===== config.mk =====
export PLATFORM = sky130hd
export DESIGN_NAME = pc_redirect_unit
export DESIGN_NICKNAME = d
export VERILOG_FILES = /design/src/rtl/pc_redirect_unit.sv
export SDC_FILE = /design/constraint.sdc
export NUM_CORES = 1
export LEC_CHECK = 0
export ABC_CLOCK_PERIOD_IN_PS = 4600
export CAP_MARGIN = 20
export CORE_MARGIN = 5
export CORE_UTILIZATION = 45
export DETAILED_ROUTE_END_ITERATION = 8
export PLACE_DENSITY = 0.82
export SLEW_MARGIN = 20
export SYNTH_ARGS = -nofsm -noshare
export SYNTH_HDL_FRONTEND = slang
export SYNTH_SLANG_ARGS = --single-unit

===== constraint.sdc =====
create_clock -name clk_i -period 4.6 [get_ports clk_i]
set_clock_uncertainty 0.1 [all_clocks]
set_input_delay 1.15 -clock clk_i [delete_from_list [all_inputs] [get_ports clk_i]]
set_output_delay 1.15 -clock clk_i [all_outputs]
set_load 0.05 [all_outputs]

===== src/rtl/pc_redirect_unit.sv =====
// Fetch PC register with branch/jr redirect and a fixed-length front-end flush.
// Optional PC_ALIGN_CHECK_EN: word-align jr targets and flag misaligned ones.
module pc_redirect_unit #(
    parameter logic [31:0] RESET_PC     = 32'h0000_0000,
    parameter int unsigned FLUSH_CYCLES = 2
) (
    input  logic        clk_i,
    input  logic        rst_i,
    input  logic        stall_i,
    input  logic        branch_i,
    input  logic        bne_i,
    input  logic        zero_i,
    input  logic [31:0] br_pc4_i,
    input  logic [31:0] br_offset_i,
    input  logic        jr_i,
    input  logic [31:0] jr_addr_i,
    output logic [31:0] pc_o,
    output logic [31:0] pc_plus4_o,
    output logic        flush_o,
    output logic        redirect_o,
    output logic        misalign_o
);

    typedef enum logic {
        RUN   = 1'b0,
        FLUSH = 1'b1
    } state_t;

    localparam logic [2:0] CNT_INIT = 3'(FLUSH_CYCLES - 1);

    state_t      state_q, state_d;
    logic [2:0]  cnt_q, cnt_d;
    logic [31:0] pc_q, pc_d;
    logic        flush_q, flush_d;
    logic        redirect_q, redirect_d;
    logic        misalign_q, misalign_d;

    logic        taken;
    logic        req;
    logic        jr_mis;
    logic [31:0] br_tgt;
    logic [31:0] jr_tgt;
    logic [31:0] tgt;

    assign taken  = branch_i & (zero_i ^ bne_i);
    assign br_tgt = br_pc4_i + br_offset_i;

`ifdef PC_ALIGN_CHECK_EN
    assign jr_tgt = {jr_addr_i[31:2], 2'b00};
    assign jr_mis = jr_i & (|jr_addr_i[1:0]);
`else
    assign jr_tgt = jr_addr_i;
    assign jr_mis = 1'b0;
`endif

    // Wrong-path control flow is ignored while flushing.
    assign req = (state_q == RUN) & (jr_i | taken);
    assign tgt = jr_i ? jr_tgt : br_tgt;

    always_ff @(posedge clk_i) begin
        if (!rst_i) begin
            state_q    <= RUN;
            cnt_q      <= 3'd0;
            pc_q       <= RESET_PC;
            flush_q    <= 1'b0;
            redirect_q <= 1'b0;
            misalign_q <= 1'b0;
        end else begin
            state_q    <= state_d;
            cnt_q      <= cnt_d;
            pc_q       <= pc_d;
            flush_q    <= flush_d;
            redirect_q <= redirect_d;
            misalign_q <= misalign_d;
        end
    end

    always_comb begin
        state_d = state_q;
        cnt_d   = cnt_q;
        unique case (state_q)
            RUN: begin
                if (req) begin
                    state_d = FLUSH;
                    cnt_d   = CNT_INIT;
                end
            end
            FLUSH: begin
                // Stall does not freeze the count.
                if (cnt_q == 3'd0) begin
                    state_d = RUN;
                end else begin
                    cnt_d = cnt_q - 3'd1;
                end
            end
        endcase
    end

    always_comb begin
        flush_d    = (state_d == FLUSH);
        redirect_d = req;
        misalign_d = req & jr_mis;
        pc_d       = pc_q;
        priority case (1'b1)
            req:     pc_d = tgt;
            stall_i: pc_d = pc_q;
            default: pc_d = pc_q + 32'd4;
        endcase
    end

    assign pc_o       = pc_q;
    assign pc_plus4_o = pc_q + 32'd4;
    assign flush_o    = flush_q;
    assign redirect_o = redirect_q;
    assign misalign_o = misalign_q;

endmodule

== After elaboration in Yosys (flattened, before gate mapping) ==
Index checks and enable logic that the tools add are counted.

* Register bits after elaboration: 37
* Bits in latches: 0
* Bits in writable memories: 0
* ROM bits: 0
* Output and inout bits: 67
* Word-level logic and storage cells: 26
* Memories: 0

* $add $sub $neg: 3
* Multipliers: 0
* Divide/modulo/power cells: 0
* Magnitude comparators: 0
* Eq/ne operators: 3
* Shifts and indexed selects: 0
* Muxes and demuxes: 9
* Bitwise gates (word level): 5
* Reductions and logical operators: 2

{| class="wikitable"
|+ Operator list
! operator !! count
|-
| $mux W32 || 3
|-
| $add A32 B3 Y32 const B || 1
|-
| $add A32 B32 Y32 || 1
|-
| $mux W3 || 2
|-
| $pmux W3 S2 || 1
|-
| $ne A2 B2 Y1 const B || 2
|-
| $logic_not A3 Y1 || 1
|-
| $sub A3 B1 Y3 const B || 1
|-
| $and A1 B1 Y1 || 2
|-
| $mux W1 || 2
|-
| $ne A2 B1 Y1 const B || 1
|-
| $pmux W1 S2 || 1
|-
| $reduce_and A2 Y1 || 1
|-
| $not A1 Y1 || 1
|-
| $or A1 B1 Y1 || 1
|-
| $xor A1 B1 Y1 || 1
|}

== Logic depth before layout (Yosys ltp) ==
Gate-level depths: netlist (run 1).

* Depth after elaboration: 6
* Depth in mapped cells: 10
* Gate-level depth less buffers: 10

== Worst setup path after synthesis (run 1) ==
Ideal clock, no wire load.

* Kind: register -> output
* Start point: register pc_q[2] (netlist: pc_o[2])
* End point: output pc_plus4_o[28]
* Data arrival time: 2.969 ns
* Data required time: 3.350 ns
* Slack: 0.381 ns
* Cell stages (with the launch flop): 8
* Buffers on the path: 1
* Cells stage by stage: dfxtp_1 > ha_1 > nand3_2 > or4_4 > buf_6 > nor3_4 > nand4_1 > xnor2_1

* Cells in the longest elaborated chain, start to end: 1

{| class="wikitable"
|+ Ends and longest elaborated chain
! item !! RTL line !! RTL
|-
| start: declaration || 33 || <nowiki>logic [31:0] pc_q, pc_d;</nowiki>
|-
| start signal: assignment || 71 || <nowiki>pc_q <= pc_d;</nowiki>
|-
| $add A32 B3 Y32 || 112 || <nowiki>assign pc_plus4_o = pc_q + 32'd4;</nowiki>
|-
| end: declaration || 18 || <nowiki>output logic [31:0] pc_plus4_o,</nowiki>
|}

No other way between the ends.

== Final worst setup path (run 1) ==
Ends and elaborated chain as after synthesis.

==> results of run 1 <==
worst paths after layout:
path | end | slack, ns
setup / recovery | pc_plus4_o[28] | 0.19
hold / removal | cnt_q[2] | 0.42
setup reg to reg | pc_o[28] | 1.85
hold reg to reg | cnt_q[2] | 0.42
critical path, stage by stage, from the launching register on:
cell	delay (ns)
dfxtp_1	0.41
ha_1	0.25
nand3_2	0.18
or4_4	0.60
nor3_4	0.19
nand4_1	0.14
xnor2_1	0.24
clkdlybuf4s50_1	0.86
layout by cell type, fill, tap and decap left out, types with 12 or more instances in the layout:
cell,instances
clkdlybuf4s50_1,166
ha_1,34
xnor2_1,42
a211oi_1,23
dfxtp_1,37
a21o_1,23
nand3_1,12
nor3_1,15
o21ai_0,27
a21oi_1,43
nand2_1,49
inv_1,12
xor2_1,28
nor2_1,61
metal layers:
metal,vias up,global-route usage,part of all wire
met2,181,0.405,0.47
li1,2326,-,-
met4,0,0.0925,0.027
met5,-,0,0
met1,2188,0.331,0.44
met3,30,0.0255,0.055
cells by family after synthesis:
| group | count (synthesis) | share of synthesized area |
|---|---|---|
| fa+ha+maj | 35 | 0.107 |
| compound gates | 177 | 0.285 |
| flops | 37 | 0.177 |
| other cells | 1 | 0.000897 |
| xor+xnor | 70 | 0.147 |
| simple gates | 181 | 0.209 |
| buf+inv | 45 | 0.0596 |
| mux | 6 | 0.0147 |
flip-flops by register name, indices dropped and copies added (netlist names):
| signal | count |
|---|---|
| cnt_q | 3 |
| flush_o | 1 |
| pc_o | 32 |
| redirect_o | 1 |
stage by stage:
stage	area [µm²]	hold slack, ns
final	5970	0.422
after global routing	5970	0.441
after CTS	5960	0.414
after detailed placement	5870	0.401
after global placement	5870	0.376
after floorplan	4180	0.364
final cells by class:
cell class	instances	share of cell area
Tap cell	111	0.0233
Multi-Input combinational cell	470	0.536
Timing Repair Buffer	178	0.294
Inverter	13	0.00818
Clock buffer	7	0.0145
Sequential cell	37	0.124
power by group through the flow:
stage	registers, W	logic (W)	clock network [W]
after detailed placement	0.000436	0.000970	0
final	0.000430	0.000982	0.000229
after global placement	0.000433	0.000959	0
after floorplan	0.000553	0.000510	0
after global routing	0.000437	0.00104	0.000247
after CTS	0.000429	0.000975	0.000231
==> impl_metrics.ini, run 1 <==
[synthesis]
yosysMostFrequentCell = nor2_1
ys_top_cells_by_area = dfxtp_1, ha_1, xnor2_1
syn_area_per_cell_um2 = 7.57
ys_ff_latch = 37
yosysTopAreaCell = dfxtp_1
syn_area_um2 = 4180
synth-warning-count = 0
synth_top_cell_area_share = 0.177
async_reset_ff_frac = 0
synth_edf_count = 0
synth-main-ff-cell = dfxtp_1
synthesis.nets = 690
ys_types = 67
postSynthCellCount = 552
ys_seq_area_frac = 0.177
netlist_top_cells_count = nor2_1, nand2_1, a21oi_1, xnor2_1, dfxtp_1

[route]
firstDrtPassIters = 5
first_iter_violations = 331
via_count = 4725
wl_mm = 14.4
avgViaCountPerCell = 5.79
drtAntennaViolNets = 0
avgRoutedWirePerCell_um = 17.7
remaining_drc_errors = 0

[clocking]
hold_buffers = 0
numCtsBuffers = 5
cts_sinks = 37
post_cts_buffers = 0
root_buffer = clkbuf_8
cts_tree = done
htree_levels = 2
clk_pin_slew_ns = 0.07
clk_latency_ns = 0.28
cts_buffer_depth = 2
cts_resized = 0

[power]
p_int_w = 0.000872
power.density_nw_per_um2 = 275
total_power_w = 0.00164
sequentialPowerShare = 0.262
pwr-share-clk = 0.140
power_leakage_nw = 2.41
switching_share = 0.469
vdd_drop_max_v = 0.000142
combPwrFrac = 0.598
p_switching_w = 0.000770

[floorplan]
io_pins = 170
placeableCoreArea_um2 = 9150
die_x_um = 106
fp.dieH_um = 106
rows = 35
die-area_um2 = 11300
initial_core_util = 0.457

[worst_hold_path]
min-delay-start = cnt_q[2]
holdPathStages = 2
hold_class = reg -> reg

[placement]
dp.cells = 809
dp_hpwl_mm = 11.8
dp_slack_ns = 0.275
port-buffer-count = 168
place.gp.congestion = 0.908

[sta]
max_slew_margin = 0.454
fin_tns_setup_ns = 0
setup_viol = 0
hold_viol_final = 0
min_period_over_period = 0.959
maxSlewViolCount = 0
finalCriticalPeriod_ns = 4.41
setup_slack_ns = 0.187
worst_slew_pin_slew_ns = 0.817
max_freq_ghz = 0.227
rsz0062_at_grt = no

[final_layout]
drive_above_1_share = 0.0426
area_growth_pct = 42.8
regArea_um2 = 741
multi_input_area_um2 = 3200
diodes = 0
postLayoutCoreUtil = 0.652
fin_cells = 816
nNetsFinal = 843
fillers = 799

[critical_path]
cp.arrival_ns = 3.16
crit_fanout = 7
cp-startpoint = pc_o[2]
reg2reg_from = pc_o[2]
critPathKind = reg -> out
crit_path_end_kind = primary output
start_kind = register
required_ns = 3.35
reg2reg_depth = 9

[global_route]
grt.overflow.total = 0
grt_max_degree = 30
antenna_found_initial = 0
first_global_vias = 4549
grt_pass1_wl_mm = 22.7
track_usage = 0.246

[job]
cap_violations = 0

[status]
status = complete, no violations
(Power assumes the default switching activity.)
==> run 2: changes to the inputs <==
CTS_CLUSTER_SIZE = 12   (was not set)
==> results of run 2 <==
No change in the layout: final DEF, timing and power equal those of run 1.
